$ cat config.mk
export PLATFORM = sky130hd
export DESIGN_NAME = rtc_bus_write_cycle
export DESIGN_NICKNAME = d
export VERILOG_FILES = /design/src/rtl/rtc_bus_write_cycle.sv
export SDC_FILE = /design/constraint.sdc
export NUM_CORES = 1
export LEC_CHECK = 0
export CAP_MARGIN = 5
export CORE_MARGIN = 4
export CORE_UTILIZATION = 28
export CTS_BUF_LIST = sky130_fd_sc_hd__clkbuf_8
export DETAILED_ROUTE_END_ITERATION = 6
export HOLD_SLACK_MARGIN = 0.12
export RECOVER_POWER = 100
export SYNTH_ARGS = -nofsm -noshare
export SYNTH_HDL_FRONTEND = slang
export SYNTH_SLANG_ARGS = --single-unit
$ cat constraint.sdc
create_clock -name clk -period 6.95 [get_ports clk]
set_input_delay 2.085 -clock clk [delete_from_list [all_inputs] [get_ports clk]]
set_output_delay 2.085 -clock clk [all_outputs]
set_load 0.05 [all_outputs]
$ cat src/rtl/rtc_bus_write_cycle.sv
// Multiplexed address/data write-cycle generator for the RTC parallel bus.
// Requests the address and data bytes from the write sequencer, strobes them onto the bus, then reports completion.
module rtc_bus_write_cycle #(
    parameter int T_SETUP = 1,
    parameter int T_WR    = 2,
    parameter int T_HOLD  = 1
) (
    input  logic       clk,
    input  logic       reset,
    input  logic       E_esc,
    input  logic [7:0] Dato_Dire,
    output logic       DIR,
    output logic       DAT,
    output logic       cambio_estado,
    output logic       cs_n,
    output logic       wr_n,
    output logic       rd_n,
    output logic       a_d,
    output logic [7:0] ad_out,
    output logic       ad_oe,
    output logic       busy
);

    typedef enum logic [3:0] {
        IDLE,
        REQ_DIR,
        WAIT_DIR,
        A_SETUP,
        A_WR,
        A_HOLD,
        REQ_DAT,
        WAIT_DAT,
        D_SETUP,
        D_WR,
        D_HOLD,
        DONE,
        REARM
    } state_t;

    localparam logic [7:0] SETUP_LAST = 8'(T_SETUP - 1);
    localparam logic [7:0] WR_LAST    = 8'(T_WR - 1);
    localparam logic [7:0] HOLD_LAST  = 8'(T_HOLD - 1);

    state_t     state, state_next;
    logic [7:0] phase_cnt, phase_cnt_next;
    logic [7:0] addr_reg, addr_next;
    logic [7:0] data_reg, data_next;

    function automatic logic in_addr_phase(input state_t s);
        return (s == A_SETUP) || (s == A_WR) || (s == A_HOLD);
    endfunction

    function automatic logic in_data_phase(input state_t s);
        return (s == D_SETUP) || (s == D_WR) || (s == D_HOLD);
    endfunction

    always_ff @(posedge clk) begin
        if (!reset) begin
            state     <= IDLE;
            phase_cnt <= 8'd0;
            addr_reg  <= 8'd0;
            data_reg  <= 8'd0;
        end else begin
            state     <= state_next;
            phase_cnt <= phase_cnt_next;
            addr_reg  <= addr_next;
            data_reg  <= data_next;
        end
    end

    // The phase counter restarts at zero in every state, so each timed state counts from its own entry.
    always_comb begin
        state_next     = state;
        phase_cnt_next = 8'd0;
        addr_next      = addr_reg;
        data_next      = data_reg;
        case (state)
            IDLE:     if (E_esc) state_next = REQ_DIR;
            REQ_DIR:  state_next = WAIT_DIR;
            WAIT_DIR: begin
                state_next = A_SETUP;
                addr_next  = Dato_Dire;
            end
            A_SETUP:  if (phase_cnt == SETUP_LAST) state_next = A_WR;
                      else phase_cnt_next = phase_cnt + 8'd1;
            A_WR:     if (phase_cnt == WR_LAST) state_next = A_HOLD;
                      else phase_cnt_next = phase_cnt + 8'd1;
            A_HOLD:   if (phase_cnt == HOLD_LAST) state_next = REQ_DAT;
                      else phase_cnt_next = phase_cnt + 8'd1;
            REQ_DAT:  state_next = WAIT_DAT;
            WAIT_DAT: begin
                state_next = D_SETUP;
                data_next  = Dato_Dire;
            end
            D_SETUP:  if (phase_cnt == SETUP_LAST) state_next = D_WR;
                      else phase_cnt_next = phase_cnt + 8'd1;
            D_WR:     if (phase_cnt == WR_LAST) state_next = D_HOLD;
                      else phase_cnt_next = phase_cnt + 8'd1;
            D_HOLD:   if (phase_cnt == HOLD_LAST) state_next = DONE;
                      else phase_cnt_next = phase_cnt + 8'd1;
            DONE:     state_next = REARM;
            REARM:    if (!E_esc) state_next = IDLE;
            default:  state_next = IDLE;
        endcase

        // Losing the enable mid-transaction abandons the cycle without a completion pulse.
        if (!E_esc && (state != IDLE) && (state != DONE) && (state != REARM)) begin
            state_next     = IDLE;
            phase_cnt_next = 8'd0;
        end
    end

    // Outputs are decoded from the next state and registered, keeping every output glitch-free.
    always_ff @(posedge clk) begin
        if (!reset) begin
            DIR           <= 1'b0;
            DAT           <= 1'b0;
            cambio_estado <= 1'b0;
            cs_n          <= 1'b1;
            wr_n          <= 1'b1;
            a_d           <= 1'b1;
            ad_out        <= 8'h00;
            ad_oe         <= 1'b0;
            busy          <= 1'b0;
        end else begin
            DIR           <= (state_next == REQ_DIR);
            DAT           <= (state_next == REQ_DAT);
            cambio_estado <= (state_next == DONE);
            cs_n          <= !(in_addr_phase(state_next) || in_data_phase(state_next));
            wr_n          <= !((state_next == A_WR) || (state_next == D_WR));
            a_d           <= !in_data_phase(state_next);
            ad_oe         <= in_addr_phase(state_next) || in_data_phase(state_next);
            busy          <= (state_next != IDLE);
            if (in_addr_phase(state_next)) begin
                ad_out <= addr_next;
            end else if (in_data_phase(state_next)) begin
                ad_out <= data_next;
            end else begin
                ad_out <= 8'h00;
            end
        end
    end

    assign rd_n = 1'b1;

endmodule

==> flow_summary.ini, run 1 <==
[global_route]
antenna_found_initial = 0
grt_overflow = 0
first_global_vias = 1696
track_usage = 0.1134
grt_pass1_wl_microns = 8038
grt_max_degree = 25

[yosys]
yosys.area.top_type_share = 0.4238
synth_commonest_cells = 44 x dfxtp_1, 28 x nor2_1, 24 x nand2_1
avgSynthCellArea_sq_um = 8.517
netlist_area_sq_um = 2078
syn-instance-count = 244
ys_types = 46
synth.most_common_cell = dfxtp_1
synth_edf_count = 0
syn_nets = 258
synth_async_sr_flop_share = 0
yosysWarnings = 0
synth-main-ff-cell = dfxtp_1
synth_seq_cells = 44
synth_area_leader_cell = dfxtp_1
ys_seq_area_frac = 0.4238
synth_area_leaders = dfxtp_1 42%, a21oi_1 5.3%, nor2_1 5.1%

[critical_path]
path_max_fanout = 14
required_ns = 7.04
critPathKind = primary input to register
cp_data_arrival_time_ns = 5.19
cp-start-kind = primary input
endpoint_kind = register

[power]
max-vdd-ir-drop_mv = 0.07554
power_leakage_uw = 0.0008803
power_uw = 564.8
power_density_nw_per_um2 = 227.3

[placement]
hpwlAfterDp_microns = 3271
place.gp.congestion = 0.8332
port_buffers = 26

[cells_and_area]
antenna_cells = 0
finalNetCount = 277
syn_to_final_growth_pct = 19.57
drive_gt1_frac = 0.05682
nFillCells = 753

[drt]
num_vias = 1779
drc = 0
drt-initial-drc-count = 210
detail_route.wl_per_cell_microns = 12.87
drtAntennaViolNets = 0
first_pass_iters = 5
routed_wl_microns = 4670
routed_via_density = 4.901

[floorplanning]
start_util = 0.2881
die_area_sq_um = 8864
coreArea_sq_um = 7214
die_h_microns = 94.15
rows = 31
design.portCount = 28
die_w_microns = 94.15

[cts]
clockBufferDepth = 2
cts_num_sinks = 44
post_cts.repair.setup_buffers = 0
post_cts_resize_count = 0
cts_buffers = 5
cts_max_level = 2
path_clk_slew_ns = 0.09
cts_tree = yes
clk_latency_ns = 0.29
ctsHoldBuffers = 0
clock-root-buffer = clkbuf_8

[sta]
whs_ns = 0.4668
tns_ns = 0
rsz0062_at_grt = no
max_freq_mhz = 196.1
fin_worst_skew_ns = 0.007704
timing_hold_violations_final = 0
slew_violations = 11
post-route-min-period_ns = 5.098
worst_slew_pin_slew_ns = 1.621
slew_headroom = -0.09473
fin_crit_sh = 0.7336
setup_viol = 0

[job]
drv_cap = 1

[worst_hold_path]
hp-class = register to register

[run_status]
violations = max-capacitance violations, max-slew violations
status = finished, violations left
[metal layers]
layer	routed length, microns	vias up	track usage	share of wire
met5	0	-	0	0
met4	54	0	0.03369	0.012
met3	311	6	0.02885	0.067
met2	2246	59	0.1856	0.48
met1	2057	819	0.1462	0.44
li1	-	895	-	-
[critical path, cell delays in order]
cell	delay (ns)
dlygate4sd3_1	0.67
nand2b_1	0.13
o21ai_0	0.17
o21bai_1	0.09
and3_1	0.35
o41ai_1	1.44
a22oi_1	0.26
[final cells by class]
| class | count | area [sq um] | area share |
|---|---|---|---|
| Tap cell | 99 | 123.9 | 0.04985 |
| Sequential cell | 44 | 880.8 | 0.3545 |
| Multi-Input combinational cell | 177 | 1071 | 0.4310 |
| Clock buffer | 5 | 68.82 | 0.02769 |
| Clock inverter | 3 | 46.29 | 0.01863 |
| Timing Repair Buffer | 26 | 260.3 | 0.1047 |
| Inverter | 9 | 33.78 | 0.01360 |
[worst paths after layout]
kind	from	to	slack [ns]	cells past startpoint
setup / recovery	E_esc	ad_out[5]$_SDFF_PN0_	1.85	7
hold / removal	data_reg[0]$_SDFF_PN0_	data_reg[0]$_SDFF_PN0_	0.47	2
setup reg to reg	state[2]$_SDFF_PN0_	ad_out[5]$_SDFF_PN0_	3.24	6
hold reg to reg	data_reg[0]$_SDFF_PN0_	data_reg[0]$_SDFF_PN0_	0.47	2
[kinds of logic after synthesis]
group                    synth area share
multiplexers                      0.03853
buffers and inverters             0.04937
AO/OA/AOI/OAI                      0.2360
AND/OR/NAND/NOR                    0.2029
other                            0.001804
flip-flops                         0.4238
adder cells (fa/ha/maj)           0.01806
XOR/XNOR                          0.02950
[layout by cell type (no fill, tap or decap), types with 2 or more instances in the layout]
cell type / count
xnor2_1: 3
o21ai_1: 5
o21bai_1: 3
nor3_1: 3
o211ai_1: 8
dlygate4sd3_1: 18
mux2i_1: 8
dfxtp_1: 44
a21oi_1: 22
a211o_1: 3
o21ai_0: 7
or3b_2: 3
nor2_1: 28
o21a_1: 3
nor2b_1: 2
inv_1: 7
nand2_1: 24
nand2b_1: 5
nor4_1: 2
clkdlybuf4s50_1: 8
clkbuf_8: 5
ha_1: 3
nand3_1: 9
clkinv_1: 2
xor2_1: 4
a22oi_1: 10
nor3_2: 3
[report_power, final]
part / total [uW] / switching (uW) / internal (uW) / leakage (uW)
logic: 94.6 / 64.1 / 30.5 / 0.000469
registers: 272 / 8.90 / 263 / 0.000357
clock network: 198 / 89.9 / 108 / 0.0000548
total: 565 / 163 / 402 / 0.000880
[metrics by stage]
step | cells | utilization | instance area (sq um) | worst slack (ns)
floorplan | 244 | - | 2078 | 3.182
global placement | 355 | 0.3318 | 2394 | 2.554
detailed placement | 355 | 0.3318 | 2394 | 2.416
CTS | 363 | 0.3477 | 2509 | 2.726
global route | 363 | 0.3444 | 2485 | 1.575
finish | 363 | 0.3444 | 2485 | 1.852
No activity file was read; power rests on OpenSTA's default activity.
==> run 2: changes to the inputs <==
- clock period: 6.95 -> 4.9 ns (I/O delays scaled with it)
==> flow_summary.ini, run 2 (same netlist as run 1, synthesis figures left out) <==
[floorplanning]
coreArea_sq_um = 7214
start_util = 0.2881
die_area_sq_um = 8864
rows = 31
die_h_microns = 94.15
die_w_microns = 94.15
design.portCount = 28

[global_route]
antenna_found_initial = 0
first_global_vias = 1675
grt_max_degree = 25
grt_overflow = 0
track_usage = 0.1153
grt_pass1_wl_microns = 8066

[cts]
cts_buffers = 5
post_cts_resize_count = 0
clockBufferDepth = 2
cts_tree = yes
path_clk_slew_ns = 0.09
ctsHoldBuffers = 0
clk_latency_ns = 0.30
clock-root-buffer = clkbuf_8
post_cts.repair.setup_buffers = 0
cts_max_level = 2
cts_num_sinks = 44

[drt]
routed_via_density = 4.824
drtAntennaViolNets = 0
num_vias = 1751
routed_wl_microns = 4736
drt-initial-drc-count = 110
first_pass_iters = 4
detail_route.wl_per_cell_microns = 13.05
drc = 0

[critical_path]
startpoint = E_esc
required_ns = 5.05
endpoint = ad_out[5]$_SDFF_PN0_
slowest_delay_ns = 0.64
r2r_start = state[2]$_SDFF_PN0_
path_buf_inv = 2
endpoint_kind = register
cp_data_arrival_time_ns = 3.82
r2r_cells = 6
cp_cell_sequence = dlygate4sd3_1 -> inv_1 -> nand2_1 -> a221oi_1 -> nand2b_1 -> o41a_1 -> a22oi_1
cp_top_family = compound AO/OA/AOI/OAI gates
critPathKind = primary input to register
cp-start-kind = primary input
cp.depth = 7
ff2ff_setup_slack_ns = 1.99
worst_path_max_delay_cell = dlygate4sd3_1
regToRegEndpoint = ad_out[5]$_SDFF_PN0_
path_max_fanout = 8

[placement]
place.gp.congestion = 0.8333
place_inst = 355
hpwlAfterDp_microns = 3346
port_buffers = 26
dpl-instance-area_sq_um = 2394

[job]
drv_cap = 0

[worst_hold_path]
hp-class = register to register

[cells_and_area]
postLayoutCoreUtil = 0.3486
antenna_cells = 0
syn_to_final_growth_pct = 21.01
fin_cells = 363
mostFrequentLayoutCells = 44 x dfxtp_1, 28 x nor2_1, 24 x nand2_1
finalNetCount = 277
drive_gt1_frac = 0.06439
final_cell_area_sq_um = 2515
layout_commonest_cell = dfxtp_1

[run_status]
status = finished, final reports clean

[power]
power_leakage_uw = 0.0008955
power_density_nw_per_um2 = 324.2
power_uw = 815.2
max-vdd-ir-drop_mv = 0.1271

[sta]
tns_ns = 0
slew_violations = 0
worst_slew_pin_slew_ns = 1.192
timing_hold_violations_final = 0
slew_headroom = 0.1990
max_freq_mhz = 272.4
fin_worst_skew_ns = 0.008945
fin_crit_sh = 0.7492
rsz0062_at_grt = no
setup_viol = 0
post-route-min-period_ns = 3.671
==> run 2: layout make-up <==
type                       count  area, sq um
tap                           99        123.9
multi-input combinational    177         1095
timing repair buffer          26        260.3
clock buffer                   6        82.58
inverter                       9        33.78
clock inverter                 2        38.79
fill                         759         4700
sequential                    44        880.8
==> run 2: through the flow <==
step,setup slack [ns],hold WS (ns)
6_report,1.229,0.4640
5_1_grt,0.9042,0.4936
4_1_cts,1.319,0.4699
3_5_place_dp,1.006,0.4576
3_3_place_gp,1.119,0.4464
2_1_floorplan,1.747,0.4410
==> run 2: layer usage <==
metal	up-vias	GRT usage	routed length [microns]
met5	-	0	0
met4	0	0.02888	46
met3	5	0.03846	273
met2	46	0.1909	2260
met1	804	0.1436	2155
li1	896	-	-
==> run 2: worst min-delay path by stage <==
| stage | from | end | slack, ns | cells after the start |
|---|---|---|---|---|
| after floorplan | data_reg[0]$_SDFF_PN0_ | data_reg[0]$_SDFF_PN0_ | 0.44 | 2 |
| after global placement | data_reg[7]$_SDFF_PN0_ | data_reg[7]$_SDFF_PN0_ | 0.45 | 2 |
| after detailed placement | data_reg[0]$_SDFF_PN0_ | data_reg[0]$_SDFF_PN0_ | 0.46 | 2 |
| after CTS | data_reg[0]$_SDFF_PN0_ | data_reg[0]$_SDFF_PN0_ | 0.47 | 2 |
| after global routing | data_reg[3]$_SDFF_PN0_ | data_reg[3]$_SDFF_PN0_ | 0.49 | 2 |
| final | data_reg[0]$_SDFF_PN0_ | data_reg[0]$_SDFF_PN0_ | 0.46 | 2 |
==> run 2: worst min-delay path: cells and delay by family, from the launching register on <==
| family | cells | cell delay (ns) |
|---|---|---|
| AOI/OAI and AO/OA | 1 | 0.07 |
| DFF | 1 | 0.31 |
| and+or+nand+nor | 1 | 0.04 |
==> run 2: report_power, final <==
| part | switching (uW) | total [uW] | internal, uW |
|---|---|---|---|
| combinational | 92.4 | 138 | 46.1 |
| sequential | 12.7 | 386 | 373 |
| clock | 124 | 291 | 167 |
| total | 229 | 815 | 586 |
